`config.mk`:
```
export PLATFORM = sky130hd
export DESIGN_NAME = upower_alu_sequencer
export DESIGN_NICKNAME = d
export VERILOG_FILES = /design/src/rtl/upower_pkg.sv /design/src/rtl/upower_decoder.sv /design/src/rtl/upower_alu_sequencer.sv
export SDC_FILE = /design/constraint.sdc
export NUM_CORES = 1
export LEC_CHECK = 0
export CORE_MARGIN = 5
export CORE_UTILIZATION = 44
export DETAILED_ROUTE_END_ITERATION = 16
export PLACE_DENSITY = 0.91
export SYNTH_ARGS = -nofsm -noshare
export SYNTH_HDL_FRONTEND = slang
export SYNTH_SLANG_ARGS = --single-unit
```
`constraint.sdc`:
```
create_clock -name clk -period 3.1 [get_ports clk]
set_input_delay 0.62 -clock clk [delete_from_list [all_inputs] [get_ports clk]]
set_output_delay 0.62 -clock clk [all_outputs]
set_load 0.02 [all_outputs]
```
`src/rtl/upower_pkg.sv`:
```
// Shared types and encodings for the uPower ALU sequencer.
// States, instruction classes and opcode/extended-opcode values.
package upower_pkg;

  typedef enum logic [2:0] {
    S_IDLE,
    S_DECODE,
    S_EXEC,
    S_MEM,
    S_WB
  } state_e;

  typedef enum logic [2:0] {
    C_ILL,
    C_XO,
    C_X,
    C_DALU,
    C_LOAD,
    C_STORE,
    C_BC,
    C_B
  } iclass_e;

  localparam logic [5:0] OP_EXT   = 6'd31;
  localparam logic [5:0] OP_BC    = 6'd19;
  localparam logic [5:0] OP_B     = 6'd18;
  localparam logic [5:0] OP_ADDIC = 6'd14;
  localparam logic [5:0] OP_ADDIS = 6'd15;
  localparam logic [5:0] OP_ANDI  = 6'd28;
  localparam logic [5:0] OP_ORI   = 6'd24;
  localparam logic [5:0] OP_XORI  = 6'd26;
  localparam logic [5:0] OP_LWZ   = 6'd32;
  localparam logic [5:0] OP_LBZ   = 6'd34;
  localparam logic [5:0] OP_LHZ   = 6'd40;
  localparam logic [5:0] OP_LHA   = 6'd42;
  localparam logic [5:0] OP_LD    = 6'd58;
  localparam logic [5:0] OP_STW   = 6'd36;
  localparam logic [5:0] OP_STWU  = 6'd37;
  localparam logic [5:0] OP_STB   = 6'd38;
  localparam logic [5:0] OP_STH   = 6'd44;
  localparam logic [5:0] OP_STD   = 6'd62;

  localparam logic [8:0] XOXO_ADD  = 9'd266;
  localparam logic [8:0] XOXO_SUBF = 9'd40;

  localparam logic [9:0] XOX_AND   = 10'd28;
  localparam logic [9:0] XOX_NAND  = 10'd476;
  localparam logic [9:0] XOX_OR    = 10'd444;
  localparam logic [9:0] XOX_XOR   = 10'd316;
  localparam logic [9:0] XOX_EXTSW = 10'd986;

  function automatic logic is_alu(input iclass_e c);
    return (c == C_XO) || (c == C_X) || (c == C_DALU);
  endfunction

endpackage

```
`src/rtl/upower_decoder.sv`:
```
// Combinational instruction classifier.
// XO is checked ahead of X so it wins when both fields match.
module upower_decoder
  import upower_pkg::*;
(
  input  logic [31:0] instr,
  output iclass_e     iclass
);

  logic [5:0] op;
  logic [9:0] xox;
  logic [8:0] xoxo;
  logic is_xo, is_x, is_dalu;
  logic is_ld, is_st, is_bc, is_b;

  assign op   = instr[31:26];
  assign xox  = instr[10:1];
  assign xoxo = instr[9:1];

  assign is_xo = (op == OP_EXT) &&
    (xoxo == XOXO_ADD || xoxo == XOXO_SUBF);

  assign is_x = (op == OP_EXT) && !is_xo &&
    (xox == XOX_AND  || xox == XOX_NAND ||
     xox == XOX_OR   || xox == XOX_XOR  ||
     xox == XOX_EXTSW);

  assign is_dalu =
    op == OP_ADDIC || op == OP_ADDIS ||
    op == OP_ANDI  || op == OP_ORI   ||
    op == OP_XORI;

  assign is_ld =
    op == OP_LWZ || op == OP_LBZ ||
    op == OP_LHZ || op == OP_LHA ||
    op == OP_LD;

  assign is_st =
    op == OP_STW || op == OP_STWU ||
    op == OP_STB || op == OP_STH  ||
    op == OP_STD;

  assign is_bc = (op == OP_BC);
  assign is_b  = (op == OP_B);

  always_comb begin
    iclass = C_ILL;
    unique case (1'b1)
      is_xo:   iclass = C_XO;
      is_x:    iclass = C_X;
      is_dalu: iclass = C_DALU;
      is_ld:   iclass = C_LOAD;
      is_st:   iclass = C_STORE;
      is_bc:   iclass = C_BC;
      is_b:    iclass = C_B;
      default: iclass = C_ILL;
    endcase
  end

endmodule

```
`src/rtl/upower_alu_sequencer.sv`:
```
// Multi-cycle control sequencer for a uPower 64-bit ALU.
// Moore-style control outputs; MEM exit also looks at mem_ack.
module upower_alu_sequencer
  import upower_pkg::*;
#(
  parameter int unsigned MEM_TIMEOUT = 15
) (
  input  logic        clk,
  input  logic        reset_n,
  input  logic        instr_valid,
  output logic        instr_ready,
  input  logic [31:0] instr,
  output logic [5:0]  dec_opcode,
  output logic [4:0]  dec_rs,
  output logic [4:0]  dec_rt,
  output logic [4:0]  dec_bo,
  output logic [4:0]  dec_bi,
  output logic [15:0] dec_si,
  output logic [13:0] dec_ds,
  output logic [9:0]  dec_xox,
  output logic [8:0]  dec_xoxo,
  output logic        dec_aa,
  output logic [1:0]  dec_xods,
  input  logic        alu_branch,
  output logic        rf_we,
  output logic [4:0]  rf_wsel,
  output logic        mem_req,
  output logic        mem_we,
  input  logic        mem_ack,
  output logic        pc_update,
  output logic        pc_branch,
  output logic        done,
  output logic        err
);

  state_e  state, nxt;
  iclass_e cls_d, cls_q;
  logic    armed;
  logic    hs;
  logic    expired;
  logic [7:0] mcnt;

  // armed delays instr_ready to the first edge after reset release
  assign instr_ready = armed && (state == S_IDLE);
  assign hs          = instr_valid && instr_ready;
  assign expired     = (mcnt == 8'(MEM_TIMEOUT));

  upower_decoder u_dec (
    .instr  (instr),
    .iclass (cls_d)
  );

  always_ff @(posedge clk or negedge reset_n) begin
    if (!reset_n) begin
      state <= S_IDLE;
      armed <= 1'b0;
    end else begin
      state <= nxt;
      armed <= 1'b1;
    end
  end

  always_ff @(posedge clk or negedge reset_n) begin
    if (!reset_n) begin
      cls_q      <= C_ILL;
      dec_opcode <= '0;
      dec_rs     <= '0;
      dec_rt     <= '0;
      dec_si     <= '0;
      dec_ds     <= '0;
      dec_xox    <= '0;
      dec_xoxo   <= '0;
      dec_aa     <= 1'b0;
      dec_xods   <= '0;
    end else if (hs) begin
      cls_q      <= cls_d;
      dec_opcode <= instr[31:26];
      dec_rs     <= instr[25:21];
      dec_rt     <= instr[20:16];
      dec_si     <= instr[15:0];
      dec_ds     <= instr[15:2];
      dec_xox    <= instr[10:1];
      dec_xoxo   <= instr[9:1];
      dec_aa     <= instr[1];
      dec_xods   <= instr[1:0];
    end
  end

  assign dec_bo  = dec_rs;
  assign dec_bi  = dec_rt;
  assign rf_wsel = dec_rs;

  always_ff @(posedge clk or negedge reset_n) begin
    if (!reset_n) begin
      mcnt <= '0;
    end else if (state != S_MEM) begin
      mcnt <= '0;
    end else if (!mem_ack && !expired) begin
      mcnt <= mcnt + 8'd1;
    end
  end

  always_comb begin
    nxt = state;
    unique case (state)
      S_IDLE:
        if (hs) nxt = S_DECODE;
      S_DECODE:
        nxt = (cls_q == C_ILL) ? S_IDLE : S_EXEC;
      S_EXEC:
        if (is_alu(cls_q))
          nxt = S_WB;
        else if (cls_q == C_LOAD || cls_q == C_STORE)
          nxt = S_MEM;
        else
          nxt = S_IDLE;
      S_MEM:
        if (mem_ack)
          nxt = (cls_q == C_LOAD) ? S_WB : S_IDLE;
        else if (expired)
          nxt = S_IDLE;
      S_WB:
        nxt = S_IDLE;
      default:
        nxt = S_IDLE;
    endcase
  end

  always_comb begin
    rf_we     = 1'b0;
    mem_req   = 1'b0;
    mem_we    = 1'b0;
    pc_update = 1'b0;
    pc_branch = 1'b0;
    done      = 1'b0;
    err       = 1'b0;
    unique case (state)
      S_DECODE:
        err = (cls_q == C_ILL);
      S_EXEC:
        if (cls_q == C_BC || cls_q == C_B) begin
          pc_update = 1'b1;
          pc_branch = (cls_q == C_B) ? 1'b1 : alu_branch;
          done      = 1'b1;
        end
      S_MEM: begin
        mem_req = !expired;
        mem_we  = !expired && (cls_q == C_STORE);
        if (mem_ack) begin
          if (cls_q == C_STORE) begin
            done      = 1'b1;
            pc_update = 1'b1;
          end
        end else if (expired) begin
          err = 1'b1;
        end
      end
      S_WB: begin
        rf_we     = 1'b1;
        done      = 1'b1;
        pc_update = 1'b1;
      end
      default: ;
    endcase
  end

endmodule

```
==> metrics.cfg <==
[floorplan]
core_um2=5960
start_util=0.453
rows=28
die_area_um2=7800
die_y_um=88.3
chipWidth_um=88.3
ios=128

[power_and_ir_drop]
share_comb_of_total_power=0.588
power.total_mw=3.76
p_clk_frac=0.121
p_leak_nw=1.66
p_sw_frac=0.421
ir_worst_vdd_mv=0.581
pwr-share-seq=0.291
p_sw_mw=1.58
cellPowerDensity_nw_per_um2=1000
p_int_mw=2.18

[run_status]
outcome=finished, final reports clean

[clock_network]
clk_pin_slew_ns=0.09
hold_buffers=0
cts_buffers=5
cts.path.max_buffers=2
clk_latency_ns=0.29
htree_num_levels=2
cts_tree=yes
cts-root-buf=clkbuf_8
cts_resized=0
postCtsSetupBuffers=0
clkSinkCount=47

[detailed_routing]
drt_iter0_drc=56
num_vias=2337
wl_um=6570
postRouteAntennaNets=0
via_per_inst=5.08
wl_per_cell_um=14.3
dr.pass1.iters=4
drt_drc_violations_left=0

[synthesis]
synth.distinct_cells=49
syn_inst=313
ys_ff_latch=47
syn_nets=351
ys_warn_count=0
syn-cell-area_um2=2700
synth_edf_count=0
synthArstFlopShare=1.00
postSynthAreaPerCell_um2=8.62
synth-main-ff-cell=dfrtp_1
yosysSeqAreaShare=0.436

[critical_path]
rr_endpoint=cls_q[2]
ff2ff_path_depth=5
worstSetupPathType=reg2out
crit_path_end_kind=output pin
r2r_start=state[1]
cp_data_required_time_ns=2.48
startpoint_type=flop
worstPathArrival_ns=2.31
critPathMaxFanout=10
reg2reg_slack_ns=1.23

[final_layout]
drive_above_1_share=0.0390
area_growth_pct=39.1
fillers=517
diodes=0
layout_common_cells=clkdlybuf4s50_1, nand2_1, dfrtp_1
final_nets=422
layout_commonest_cell=clkdlybuf4s50_1

[sta]
rsz0062_at_grt=no
hold_viol_final=0
finalCritPeriodShare=0.946
skew_ns=0.00577
finalSetupTns_ns=0
relSlewSlack=0.302
clock.fmax_mhz=341
tightest_slew_ns=1.05
fin_crit_ns=2.93
setup-violations-final=0
slew_viol_final=0

[grt]
grt.total_usage=0.169
grt_max_degree=48
grt_pass1_vias=2246
gr-total-overflow=0
grt_pass1_wl_um=10500
antenna_found_initial=0

[min_path]
min_from=dec_opcode[0]
hold_path.class=reg2reg
hold-path-cell-count=2
worstHoldEndpoint=dec_opcode[0]

[placement]
place_hpwl_um=4910
numPortBuffers=127
place.gp.congestion=0.874

[run]
cap_violations=0

per-stage QoR:
| stage | util | hold slack, ns | worst slack [ns] | instances | cell area [um^2] |
|---|---|---|---|---|---|
| 6_report | 0.630 | 0.480 | 0.167 | 460 | 3750 |
| 3_5_place_dp | 0.610 | 0.467 | 0.218 | 452 | 3630 |
| 4_1_cts | 0.630 | 0.488 | 0.162 | 460 | 3750 |
| 2_1_floorplan | - | 0.324 | 0.906 | 313 | 2700 |
| 5_1_grt | 0.630 | 0.502 | 0.00467 | 460 | 3750 |
| 3_3_place_gp | 0.610 | 0.457 | 0.240 | 452 | 3630 |
kinds of logic (layout without fill, tap and decap cells):
group / Yosys count / after routing / synth area share
other: 1 / 1 / 0.00139
AOI/OAI and AO/OA: 27 / 27 / 0.0742
muxes: 4 / 4 / 0.0148
adders and majority gates: 1 / 1 / 0.00464
xor gates and xnor gates: 6 / 6 / 0.0195
buffers and inverters: 71 / 143 / 0.174
and+or+nand+nor: 156 / 156 / 0.276
DFF: 47 / 47 / 0.436
area by class of cell:
cell class | instances | area, um^2 | share of cell area
multi-input cells | 195 | 1050 | 0.281
clock buffers | 6 | 82.6 | 0.0220
well taps | 75 | 93.8 | 0.0250
repair buffers | 131 | 1300 | 0.346
inverters | 4 | 15.0 | 0.00400
clock inverters | 2 | 35.0 | 0.00934
flip-flops and latches | 47 | 1180 | 0.314
routing by layer:
metal  track usage  vias to the layer above  wire [um]
met1         0.207                     1111       2650
met3        0.0428                        2        575
li1              -                     1124          -
met4        0.0398                        0         20
met2         0.298                      100       3330
met5             0                        -          0
registers in the layout, summed over array words and instances, names as in the netlist:
name        flops
mcnt            8
dec_si         16
dec_bo          5
dec_bi          5
cls_q           3
dec_opcode      6
armed           1
state           3
cells in the mapped netlist, types with 4 or more instances:
cell type  instances  share of area
nand2b_1           4         0.0093
nand2_1          100           0.14
buf_2              6          0.011
nor3_1             5         0.0093
xnor2_1            5          0.016
a21oi_1            4         0.0074
clkbuf_1           9          0.013
inv_1              4         0.0056
nor2_1            14          0.019
buf_4             52           0.14
nor3b_1            4          0.011
dfrtp_1           47           0.44
mux2i_1            4          0.015
nand3_1            4         0.0074
worst max path at each step:
| stage | start | endpoint | slack, ns | depth (start not counted) |
|---|---|---|---|---|
| finish | state[1] | mem_we | 0.17 | 4 |
| global route | state[1] | mem_we | 0.005 | 4 |
| CTS | state[1] | mem_we | 0.16 | 4 |
| detailed placement | mem_ack | err | 0.22 | 5 |
| global placement | mem_ack | err | 0.24 | 5 |
| floorplan | state[1] | pc_update | 0.91 | 4 |
power groups by stage:
stage                     sequential (mW)  clock, mW  combinational [mW]
after CTS                            1.10      0.479                2.24
after global placement               1.09          0                2.21
after detailed placement             1.11          0                2.24
after floorplan                      1.28          0                1.28
final                                1.09      0.456                2.21
after global routing                 1.15      0.507                2.35
critical path, stage by stage (launching register included):
cell and delay, ns:
dfrtp_1 0.53, nand3b_1 0.36, a21o_1 0.31, nor3_1 0.19, clkdlybuf4s50_1 0.63
Note: power is estimated with default switching activity, not from simulation.
